===== config.mk =====
export PLATFORM = sky130hd
export DESIGN_NAME = ela_mem_arbiter
export DESIGN_NICKNAME = d
export VERILOG_FILES = /design/src/rtl/ela_pkg.sv /design/src/rtl/ela_wr_fifo.sv /design/src/rtl/ela_mem_arbiter.sv
export SDC_FILE = /design/constraint.sdc
export NUM_CORES = 1
export LEC_CHECK = 0
export BUFFER_PORTS_ARGS = -buffer_cell sky130_fd_sc_hd__buf_2
export CAP_MARGIN = 30
export CORE_MARGIN = 2
export CORE_UTILIZATION = 30
export DETAILED_ROUTE_END_ITERATION = 10
export SYNTH_ARGS = -nofsm -noshare
export SYNTH_HDL_FRONTEND = slang
export SYNTH_SLANG_ARGS = --single-unit

===== constraint.sdc =====
create_clock -name clk -period 6.2 [get_ports clk]
set_clock_uncertainty 0.2 [all_clocks]
set_input_delay 0 -clock clk [delete_from_list [all_inputs] [get_ports clk]]
set_output_delay 0 -clock clk [all_outputs]
set_load 0.01 [all_outputs]

===== src/rtl/ela_pkg.sv =====
// Shared definitions for the ELA result-frame memory arbiter: widths, frame
// geometry, arbitration state encoding and watermark defaults.
package ela_pkg;

   localparam int AW_DEF    = 13;
   localparam int DW_DEF    = 8;
   localparam int DEPTH_DEF = 8;
   localparam int HI_WM_DEF = 6;

   localparam int WIDTH        = 128;
   localparam int HEIGHT       = 63;
   localparam int FRAME_PIXELS = WIDTH * HEIGHT;

   typedef enum logic [1:0] {
      IDLE    = 2'd0,
      WRITE   = 2'd1,
      READ    = 2'd2,
      RD_WAIT = 2'd3
   } arb_state_t;

endpackage


===== src/rtl/ela_wr_fifo.sv =====
// Write-absorbing FIFO for the ELA pixel stream, with a parallel address
// match across all occupied entries for the read-after-write hazard check.
module ela_wr_fifo
   import ela_pkg::*;
#(
   parameter int AW    = AW_DEF,
   parameter int DW    = DW_DEF,
   parameter int DEPTH = DEPTH_DEF
) (
   input  logic                       clk,
   input  logic                       rst,
   input  logic                       push,
   input  logic [AW-1:0]              push_addr,
   input  logic [DW-1:0]              push_data,
   input  logic                       pop,
   output logic [AW-1:0]              head_addr,
   output logic [DW-1:0]              head_data,
   output logic [$clog2(DEPTH):0]     count,
   output logic                       ovf,
   input  logic [AW-1:0]              cmp_addr,
   output logic                       hit
);

   localparam int PW = $clog2(DEPTH);
   localparam int CW = PW + 1;

   logic [AW-1:0] addr_mem [DEPTH];
   logic [DW-1:0] data_mem [DEPTH];
   logic [PW-1:0] wr_ptr_reg;
   logic [PW-1:0] rd_ptr_reg;
   logic          full;
   logic          do_push;
   logic          do_pop;
   logic [DEPTH-1:0] match;

   assign full    = (count == CW'(DEPTH));
   assign do_pop  = pop && (count != '0);
   // A push at full is only accepted when the head leaves in the same cycle.
   assign do_push = push && (!full || do_pop);

   assign head_addr = addr_mem[rd_ptr_reg];
   assign head_data = data_mem[rd_ptr_reg];

   always_ff @(posedge clk) begin
      if (do_push) begin
         addr_mem[wr_ptr_reg] <= push_addr;
         data_mem[wr_ptr_reg] <= push_data;
      end
   end

   always_ff @(posedge clk or posedge rst) begin
      if (rst) begin
         wr_ptr_reg <= '0;
         rd_ptr_reg <= '0;
         count      <= '0;
         ovf        <= 1'b0;
      end else begin
         if (do_push) wr_ptr_reg <= wr_ptr_reg + PW'(1);
         if (do_pop)  rd_ptr_reg <= rd_ptr_reg + PW'(1);
         case ({do_push, do_pop})
            2'b10:   count <= count + CW'(1);
            2'b01:   count <= count - CW'(1);
            default: count <= count;
         endcase
         if (push && !do_push) ovf <= 1'b1;
      end
   end

   // Entry gi is occupied when its distance from the head is below count.
   for (genvar gi = 0; gi < DEPTH; gi++) begin : g_match
      logic [PW-1:0] ofs;
      assign ofs       = PW'(gi) - rd_ptr_reg;
      assign match[gi] = ({1'b0, ofs} < count) && (addr_mem[gi] == cmp_addr);
   end

   assign hit = |match;

endmodule


===== src/rtl/ela_mem_arbiter.sv =====
// Shares the single-port result frame memory between the buffered ELA write
// stream and host readback, preserving read-after-write order per address.
module ela_mem_arbiter
   import ela_pkg::*;
#(
   parameter int AW    = AW_DEF,
   parameter int DW    = DW_DEF,
   parameter int DEPTH = DEPTH_DEF,
   parameter int HI_WM = HI_WM_DEF
) (
   input  logic          clk,
   input  logic          rst,
   input  logic          wr_en,
   input  logic [AW-1:0] wr_addr,
   input  logic [DW-1:0] wr_data,
   input  logic          frame_done,
   input  logic          rd_req,
   input  logic [AW-1:0] rd_addr,
   output logic          rd_ack,
   output logic          rd_valid,
   output logic [DW-1:0] rd_data,
   output logic          mem_ce,
   output logic          mem_we,
   output logic [AW-1:0] mem_addr,
   output logic [DW-1:0] mem_wdata,
   input  logic [DW-1:0] mem_rdata,
   output logic          ovf,
   output logic          flushed,
   output logic          busy
);

   localparam int CW = $clog2(DEPTH) + 1;

   arb_state_t    state_reg;
   logic [CW-1:0] fifo_count;
   logic [AW-1:0] head_addr;
   logic [DW-1:0] head_data;
   logic          fifo_hit;
   logic          raw_hit;
   logic          rd_inflight;
   logic          grant_rd;
   logic          grant_wr;
   logic [DW-1:0] rd_data_reg;

   ela_wr_fifo #(.AW(AW), .DW(DW), .DEPTH(DEPTH)) u_wr_fifo (
      .clk       (clk),
      .rst       (rst),
      .push      (wr_en),
      .push_addr (wr_addr),
      .push_data (wr_data),
      .pop       (grant_wr),
      .head_addr (head_addr),
      .head_data (head_data),
      .count     (fifo_count),
      .ovf       (ovf),
      .cmp_addr  (rd_addr),
      .hit       (fifo_hit)
   );

   // The entry being pushed this cycle is not yet in storage but must still
   // block a read of the same address.
   assign raw_hit     = fifo_hit || (wr_en && (wr_addr == rd_addr));
   assign rd_inflight = (state_reg == READ) || (state_reg == RD_WAIT);
   assign grant_rd    = rd_req && !rd_inflight && (fifo_count < CW'(HI_WM)) && !raw_hit;
   assign grant_wr    = !grant_rd && (fifo_count != '0);

   always_ff @(posedge clk or posedge rst) begin
      if (rst) begin
         state_reg   <= IDLE;
         mem_ce      <= 1'b0;
         mem_we      <= 1'b0;
         mem_addr    <= '0;
         mem_wdata   <= '0;
         rd_ack      <= 1'b0;
         rd_valid    <= 1'b0;
         rd_data_reg <= '0;
         flushed     <= 1'b0;
      end else begin
         rd_ack   <= grant_rd;
         rd_valid <= (state_reg == READ);
         mem_ce   <= grant_rd || grant_wr;
         if (grant_rd) begin
            mem_we   <= 1'b0;
            mem_addr <= rd_addr;
         end else if (grant_wr) begin
            mem_we    <= 1'b1;
            mem_addr  <= head_addr;
            mem_wdata <= head_data;
         end
         if (state_reg == RD_WAIT) rd_data_reg <= mem_rdata;
         if (frame_done && (fifo_count == '0) && !wr_en) flushed <= 1'b1;
         case (state_reg)
            READ:    state_reg <= RD_WAIT;
            default: begin
               if (grant_rd)      state_reg <= READ;
               else if (grant_wr) state_reg <= WRITE;
               else               state_reg <= IDLE;
            end
         endcase
      end
   end

   // Memory data lands during RD_WAIT; the register keeps it afterwards.
   assign rd_data = rd_valid ? mem_rdata : rd_data_reg;
   assign busy    = (fifo_count != '0) || rd_inflight;

endmodule


==> reports/results.ini <==
[yosys]
syn_inst=665
yosys-top-cells-count=168 x edfxtp_1, 83 x xor2_1, 58 x nand2_1, 47 x dfrtp_1, 44 x xnor2_1
synth_nets=731
synth_top_cell_area_share_pct=49.3
ys_seq_area_share_pct=60.8
synth_edf_count=168
ys_seq_elements=215
synthFlopType=edfxtp_1
avgSynthCellArea_sq_um=15.4
synth.distinct_cells=49
yosys-top-cells-area=edfxtp_1 49%, dfrtp_1 11%, mux4_2 9.2%
synth_top_area_cell=edfxtp_1
yosysMostFrequentCell=edfxtp_1
yosys_warnings=0
synthesis.area_sq_um=10200
async_reset_ff_share_pct=21.9

[sta]
setup_viol=0
min_period_over_period_pct=70.5
tns_ns=0
fmax_mhz=229
fin_ws_ns=1.83
finalCriticalPeriod_ns=4.37
hold_violations=0
rsz0062_at_grt=false
worst_slew_pin_slew_ns=0.880
maxSlewViolCount=0
maxSlewHeadroom_pct=41.2

[power_and_ir_drop]
powerDensity_nw_per_um2=442
ir_drop_mv=0.212
p_int_mw=3.62
switching_share_pct=33.5
power_frac_comb_pct=36.2
p_leak_nw=4.47
power.clock.fraction_pct=24.7
pwr-share-seq_pct=39.2
power_switching_mw=1.82

[global_routing]
overflow=0
grt_pass1_vias=6337
grt_pass1_wl_microns=39800
antenna_found_initial=1
grt.total_usage_pct=14.9
grt_start_max_net_pins=48

[worst_setup_path]
cp-startpoint=u_wr_fifo.rd_ptr_reg[1]
rr_startpoint=u_wr_fifo.rd_ptr_reg[1]
worstSetupPathType=reg2reg
path_max_fanout=28
cp.required_ns=6.40
start_kind=flop
cp-end-kind=flop
arrival_ns=4.57

[cts]
cts_sinks=215
clkTransAtPathRegs_ns=0.06
post_cts_resized=0
root_buffer=clkbuf_16
clock_path_buffers=3
cts_tree=yes
htree_levels=1
insertion_delay_ns=0.52
cts_buffers=24

[routing]
postRouteAntennaNets=0
vias_per_cell=4.72
remaining_drc_errors=0
wl_per_cell_microns=20.6
vias=5953
first_iter_violations=480
wl_microns=26000
firstDrtPassIters=6

[place]
dpl.hpwl_microns=17500
dp_slack_ns=1.78
placed_cell_area_sq_um=11100
gp_congestion=0.877
portBuffers=82

[floorplanning]
die_h_microns=189
io_pins=83
std_cell_rows=67
fp.dieW_microns=189
initial_core_util_pct=30.5
die-area_sq_um=35600
core_area_sq_um=33500

[finish]
top_regs=u_wr_fifo.addr_mem (104), u_wr_fifo.data_mem (64), mem_addr (13)
regMostFlops=u_wr_fifo.addr_mem
largest_reg_flops=104
area_delta_synth_final_pct=20.3
final_area_sq_um=12300
drive_gt1_share_pct=27.7
fin_nets=861

[run_status]
status=complete, no violations

[job]
drv_cap=0

[hold_path]
hold_class=in2async

placed cells by master (no fill, tap or decap), types with 10 or more instances in the layout:
| cell type | instances |
|---|---|
| dlygate4sd3_1 | 47 |
| mux2_2 | 30 |
| edfxtp_1 | 168 |
| nand4_1 | 10 |
| xor2_1 | 83 |
| xnor2_1 | 44 |
| a31oi_1 | 13 |
| nor2_1 | 14 |
| buf_2 | 82 |
| nor4_1 | 19 |
| inv_1 | 13 |
| ha_1 | 18 |
| dfrtp_1 | 45 |
| buf_4 | 12 |
| nand2_1 | 58 |
| mux4_2 | 42 |
| clkbuf_16 | 25 |
critical path, cell delays in order (launching register included):
cell and delay (ns):
dfrtp_2 0.66, buf_4 0.49, xnor2_1 0.21, inv_1 0.07, ha_1 0.26, o21ai_0 0.07
nand3_1 0.09, nor4_1 0.38, nor4_4 0.14, a31oi_4 0.21, buf_4 0.27, ha_1 0.25
ha_1 0.25, a21o_1 0.17, a21oi_1 0.17, xnor2_1 0.13, nor2_1 0.06, xor2_1 0.14
metal layers:
metal,share of wire (%),wire length [microns],up-vias,track usage (%)
met5,0,0,-,0
met4,2.2,575,0,3.82
met3,5.2,1360,42,2.27
met2,48,12400,172,24.3
met1,45,11700,2993,20.7
li1,-,-,2746,-
per-stage QoR:
stage / power (mW) / util (%) / hold slack, ns / std cells
finish: 5.44 / 36.7 / 0.0128 / 1262
global placement: 4.11 / 33.1 / 0.0418 / 1170
floorplan: 3.51 / - / -0.101 / 665
detailed placement: 4.13 / 33.1 / 0.0473 / 1170
CTS: 5.51 / 36.7 / 0.0388 / 1261
global route: 5.78 / 36.7 / 0.0514 / 1262
kinds of logic after synthesis:
family,share of synthesized area [%]
xor gates and xnor gates,11.0
muxes,13.8
and+or+nand+nor,6.48
DFF,60.8
buffers and inverters,2.96
AOI/OAI and AO/OA,2.49
adders and majority gates,2.40
path summary, 6_finish.rpt:
| path | end | slack, ns | cells past startpoint |
|---|---|---|---|
| worst max register to register | u_wr_fifo.count[3] | 1.83 | 17 |
| worst min register to register | u_wr_fifo.ovf | 0.17 | 0 |
| worst min-delay path | u_wr_fifo.ovf | 0.01 | 4 |
| max in group asynchronous | u_wr_fifo.rd_ptr_reg[1] | 5.24 | 4 |
| worst max-delay path | u_wr_fifo.count[3] | 1.83 | 17 |
| min in group clk | rd_data_reg[2] | 0.06 | 3 |
area by class of cell:
type                       instances  area [sq um]
fill                            3233         21200
timing repair buffer             141           971
clock inverter                    13          92.6
inverter                          15          56.3
antenna                            1          2.50
sequential                       215          6220
multi-input combinational        398          3750
tap                              448           561
clock buffer                      31           648
power groups by stage:
stage                     registers [mW]  logic (mW)  clock network (mW)
after floorplan                     2.08        1.43                   0
after global placement              2.16        1.95                   0
after detailed placement            2.17        1.96                   0
after CTS                           2.14        2.00                1.37
after global routing                2.18        2.17                1.44
final                               2.13        1.97                1.34
what timing repair did:
action	in CTS	in global routing
buffers inserted	0	0
hold endpoints to repair	243	0
hold buffers	47	0
endpoints found under the setup margin	0	0
No activity file was read; power rests on OpenSTA's default activity.
